## src/rtl/pipelined_adder_sub.sv

```systemverilog
// Pipelined two's-complement adder/subtractor: WIDTH bits split into STAGES
// ripple segments, carry registered between segments, valid/ready on both sides.
module pipelined_adder_sub #(
  parameter int unsigned WIDTH  = 8,
  parameter int unsigned STAGES = 2
) (
  input  logic             clk,
  input  logic             rst_n,
  input  logic             in_valid,
  output logic             in_ready,
  input  logic [WIDTH-1:0] a,
  input  logic [WIDTH-1:0] b,
  input  logic             cin,
  input  logic             sub,
  output logic             out_valid,
  input  logic             out_ready,
  output logic [WIDTH-1:0] s,
  output logic             cout,
  output logic             ovf,
  output logic             zero
);

  localparam int unsigned SEG  = WIDTH / STAGES;
  localparam int unsigned LAST = STAGES - 1;

  if (WIDTH < 2) begin : g_bad_width
    $error("pipelined_adder_sub: WIDTH (%0d) must be at least 2", WIDTH);
  end
  if ((WIDTH % STAGES) != 0) begin : g_bad_stages
    $error("pipelined_adder_sub: STAGES (%0d) must divide WIDTH (%0d)", STAGES, WIDTH);
  end

  typedef struct packed {
    logic [WIDTH-1:0] sum;
    logic             c;     // carry out of the segment
    logic             cmsb;  // carry into the segment's top bit
  } seg_t;

  // Ripple one SEG-bit segment k of full-adder cells on top of the partial sum fs.
  function automatic seg_t seg_add(
    input int unsigned      k,
    input logic [WIDTH-1:0] fa,
    input logic [WIDTH-1:0] fb,
    input logic [WIDTH-1:0] fs,
    input logic             fc
  );
    seg_t r;
    logic ci;
    r.sum  = fs;
    r.c    = fc;
    r.cmsb = fc;
    for (int unsigned i = 0; i < SEG; i++) begin
      ci                = r.c;
      r.sum[k*SEG + i]  = fa[k*SEG + i] ^ fb[k*SEG + i] ^ ci;
      r.c               = ((fa[k*SEG + i] ^ fb[k*SEG + i]) & ci) |
                          (fa[k*SEG + i] & fb[k*SEG + i]);
      r.cmsb            = ci;
    end
    return r;
  endfunction

  logic                          adv;
  logic [WIDTH-1:0]              b_eff;
  logic                          c_eff;
  logic                          src_v;
  seg_t                          seg_r;

  logic [STAGES-1:0]             vld_q, vld_d;
  logic [STAGES-1:0]             cry_q, cry_d;
  logic [STAGES-1:0][WIDTH-1:0]  sum_q, sum_d;
  logic [STAGES-1:0][WIDTH-1:0]  opa_q, opa_d;
  logic [STAGES-1:0][WIDTH-1:0]  opb_q, opb_d;
  logic                          ovf_q, ovf_d;
  logic                          zero_q, zero_d;

  assign b_eff = sub ? ~b : b;
  assign c_eff = sub | cin;

  always_comb begin
    adv    = ~vld_q[LAST] | out_ready;
    vld_d  = vld_q;
    cry_d  = cry_q;
    sum_d  = sum_q;
    opa_d  = opa_q;
    opb_d  = opb_q;
    ovf_d  = ovf_q;
    zero_d = zero_q;

    src_v = in_valid;
    seg_r = seg_add(0, a, b_eff, '0, c_eff);
    if (adv) begin
      vld_d[0] = in_valid;
      if (in_valid) begin
        sum_d[0] = seg_r.sum;
        cry_d[0] = seg_r.c;
        opa_d[0] = a;
        opb_d[0] = b_eff;
      end
    end

    for (int unsigned k = 1; k < STAGES; k++) begin
      src_v = vld_q[k-1];
      seg_r = seg_add(k, opa_q[k-1], opb_q[k-1], sum_q[k-1], cry_q[k-1]);
      if (adv) begin
        vld_d[k] = vld_q[k-1];
        if (vld_q[k-1]) begin
          sum_d[k] = seg_r.sum;
          cry_d[k] = seg_r.c;
          opa_d[k] = opa_q[k-1];
          opb_d[k] = opb_q[k-1];
        end
      end
    end

    // seg_r/src_v now describe the final segment (stage 0 when STAGES=1).
    if (adv && src_v) begin
      ovf_d  = seg_r.cmsb ^ seg_r.c;
      zero_d = ~|seg_r.sum;
    end
  end

  always_ff @(posedge clk or negedge rst_n) begin
    if (!rst_n) begin
      vld_q  <= '0;
      cry_q  <= '0;
      sum_q  <= '0;
      opa_q  <= '0;
      opb_q  <= '0;
      ovf_q  <= 1'b0;
      zero_q <= 1'b0;
    end else begin
      vld_q  <= vld_d;
      cry_q  <= cry_d;
      sum_q  <= sum_d;
      opa_q  <= opa_d;
      opb_q  <= opb_d;
      ovf_q  <= ovf_d;
      zero_q <= zero_d;
    end
  end

  assign in_ready  = adv;
  assign out_valid = vld_q[LAST];
  assign s         = sum_q[LAST];
  assign cout      = cry_q[LAST];
  assign ovf       = ovf_q;
  assign zero      = zero_q;

endmodule

```

## config.mk

```make
export PLATFORM = sky130hd
export DESIGN_NAME = pipelined_adder_sub
export DESIGN_NICKNAME = d
export VERILOG_FILES = /design/src/rtl/pipelined_adder_sub.sv
export SDC_FILE = /design/constraint.sdc
export NUM_CORES = 1
export LEC_CHECK = 0
export BUFFER_PORTS_ARGS = -buffer_cell sky130_fd_sc_hd__buf_2
export CAP_MARGIN = 10
export CORE_MARGIN = 2
export CORE_UTILIZATION = 55
export DETAILED_ROUTE_END_ITERATION = 8
export PLACE_DENSITY = 0.83
export SYNTH_ARGS = -nofsm -noshare
export SYNTH_HDL_FRONTEND = slang
export SYNTH_SLANG_ARGS = --single-unit
```

## constraint.sdc

```tcl
create_clock -name clk -period 4.35 [get_ports clk]
set_input_delay 0.435 -clock clk [delete_from_list [all_inputs] [get_ports clk]]
set_output_delay 0.435 -clock clk [all_outputs]
set_load 0.01 [all_outputs]
```

==> results by group <==
Critical path
  – CP Class: reg2reg
  – Worst setup EP type: register
  – Crit Path Max Fanout: 2
  – WP data required: around 4.6 ns
  – CP most frequent cell: fa_1
  – Max incr delay on CP: about 0.44 ns
  – CP startpoint kind: register
  – CP max-delay cell: fa_1
  – Data arrival, critical path: between 2 and 3 ns
  – Crit-path cells: fa_1 > fa_1 > fa_1 > inv_1 > fa_1 > and4_1 > mux2_2
  – R2R setup slack: between 1.5 and 2 ns

CTS
  – Post-CTS Setup Inserts: 0
  – TritonCTS Buffers: 3
  – Max Root-Sink Buffers: 2
  – CTS tree: done
  – Resized Gates After CTS: 0
  – Clk_lat worst skew: slightly above 0.3 ns
  – Clk sinks: 26
  – H-tree lvl count: 1
  – CTS clk-pin slew, worst paths: about 0.13 ns
  – Clk root buf: clkbuf_4
  – Hold-fix buffers, CTS: 0

Floorplanning
  – Die area: roughly 2800 um2
  – FP Rows: 17
  – Initial Utilization: between 50 and 60%
  – Die X: 52.90 um
  – Core ar.: approximately 2200 um2
  – Die outline height: between 50 and 60 um
  – I/O pin count: 35

Yosys
  – Most frequent cell after synthesis: dfrtp_1
  – Post-synth EDFFs: 0
  – Top cells by area, synth: dfrtp_1, fa_1, mux2_2
  – Post-synthesis sequential area ratio: between 40% and 50%
  – Yosys cell types: 17
  – Ys flop type: dfrtp_1
  – Largest area contributor in the netlist: dfrtp_1
  – Post-synth top area share: between 40% and 50%
  – Number of synthesis warnings: 0
  – Syn_nets: approximately 120
  – #FFs+latches synth: 26
  – Synth Cell Area: between 1000 and 1500 um2
  – Mean Syn Cell Area: 14.29 um2
  – Async SR Flop Fraction: 100.0%
  – Most instantiated cells after synthesis: dfrtp_1, inv_1, mux2_2, fa_1, mux2i_1
  – Cells after synthesis: 92

Power and ir drop
  – Maximum VDD drop: roughly 0.00024 V
  – P_leak: around 0.8 nW
  – PwrDens: between 400 and 500 nW/um2
  – PnR Total Power: roughly 760 uW

Timing
  – RSZ-0062 raised after global routing: no
  – Peak Freq: 366.0 MHz
  – Final setup viols: 0
  – Minimum hold slack: between 0.1 and 0.15 ns
  – Final WS setup: around 1.6 ns
  – Skew final: between 0.004 and 0.005 ns
  – Minimum clock period: ~2.7 ns
  – Fin crit share: a little over three fifths
  – Slew Viols, Final: 0
  – Slew margin rel.: 61.75%
  – Sum Neg Setup Slack: 0 ns
  – Final Hold Vio Count: 0
  – Worst-Margin Slew: 0.5737 ns

Global routing
  – Pin count of the biggest net entering global routing: 27
  – First-pass GRT wire length: between 3000 and 4000 um
  – Initial antenna violation count: 0
  – Total track usage: 17.87%
  – Total gr overflow: 0
  – Vias in the first global route: around 760

Drt
  – DRC viols: 0
  – 1st-iter DRT viols: 6
  – ANT nets after route: 0
  – WL final: between 2000 and 2500 um
  – Vias per cell: just under 5
  – Vias post-DR: ~750
  – Drt pass-1 iters: 2
  – Wirelength per Cell: between 10 and 15 um

Placement
  – DP HPWL: 1629 um
  – Setup WS pre-CTS: about 1.5 ns
  – Global placer's final weighted congestion: a little under 0.8
  – I/O Buffers: 34

Run status
  – Outcome: completed

Finish
  – Final core utilization: between 60% and 70%
  – Layout area overhead: 15.22%
  – Diodes inserted: 0
  – Layout Nets: 158
  – Layout cells sized above 1: a little under half

Worst hold path
  – Hold WC Path Type: in2async

Job
  – Max-cap violation count: 0
through the flow:
stage | area, um2 | std cells
final | 1515 | 154
after global routing | 1515 | 154
after floorplan | 1315 | 92
after global placement | 1493 | 151
after CTS | 1515 | 154
after detailed placement | 1493 | 151
path summary, 6_finish.rpt:
path | startpoint | to | cells after the start
setup / recovery | opa_q[4]$_DFFE_PN0P_ | zero$_DFFE_PN0P_ | 7
hold / removal | rst_n | seg_r[2]$_DFFE_PN0P_ | 1
setup reg to reg | opa_q[4]$_DFFE_PN0P_ | zero$_DFFE_PN0P_ | 7
hold reg to reg | s[5]$_DFFE_PN0P_ | s[5]$_DFFE_PN0P_ | 1
max in group asynchronous | rst_n | opb_q[4]$_DFFE_PN0P_ | 1
min in group clk | a[4] | opa_q[4]$_DFFE_PN0P_ | 2
worst max-delay path: cells and delay by family, from the launching register on:
kind,cells,cell delay [ns]
mux,1,0.25
buf+inv,1,0.09
flops,1,0.43
fa+ha+maj,4,1.70
simple gates,1,0.17
layout make-up:
type                    instances  area (um2)
fillers                       182       718.2
flip-flops and latches         26       650.6
multi-input cells              50       588.1
repair buffers                 34       170.2
inverters                      13       48.80
well taps                      28       35.03
clock buffers                   3       22.52
state kept, by name, indices dropped and copies added (netlist names):
register and count:
s 8, opa_q 4, opb_q 4, seg_r 4
cry_q 2, vld_q 2, ovf 1, zero 1
per-layer routing:
metal	share of wire, %	GRT usage, %	wire length [um]
met1	44	24.24	915
met2	50	28.75	1029
met3	4.8	1.695	100
met4	1.3	8.974	27
met5	0	0	0
where the power goes:
group | switching, mW | total [mW] | internal, mW
Clock | 0.0637 | 0.0960 | 0.0323
Sequential | 0.0462 | 0.369 | 0.323
Combinational | 0.138 | 0.291 | 0.154
logic make-up after synthesis:
| kind of cell | count (synthesis) | synth area share, % |
|---|---|---|
| compound gates | 1 | 0.3802 |
| xor+xnor | 9 | 5.994 |
| fa+ha+maj | 8 | 12.18 |
| buf+inv | 16 | 5.804 |
| flops | 26 | 49.48 |
| mux | 24 | 21.41 |
| simple gates | 8 | 4.757 |
cells in the final DEF, fill, tap and decap left out:
| cell type | Yosys | final |
|---|---|---|
| and4_1 | 1 | 1 |
| buf_2 | 1 | 34 |
| clkbuf_4 | 0 | 3 |
| dfrtp_1 | 26 | 26 |
| fa_1 | 8 | 8 |
| inv_1 | 13 | 13 |
| mux2_2 | 13 | 13 |
| mux2_4 | 5 | 5 |
| mux2i_1 | 6 | 6 |
| nand2_1 | 1 | 1 |
| nand2_4 | 2 | 2 |
| nand2b_4 | 1 | 1 |
| nor2_1 | 2 | 2 |
| nor4_1 | 1 | 1 |
| o21ai_0 | 1 | 1 |
| xnor2_1 | 5 | 5 |
| xor2_1 | 4 | 4 |
(Power assumes the default switching activity.)
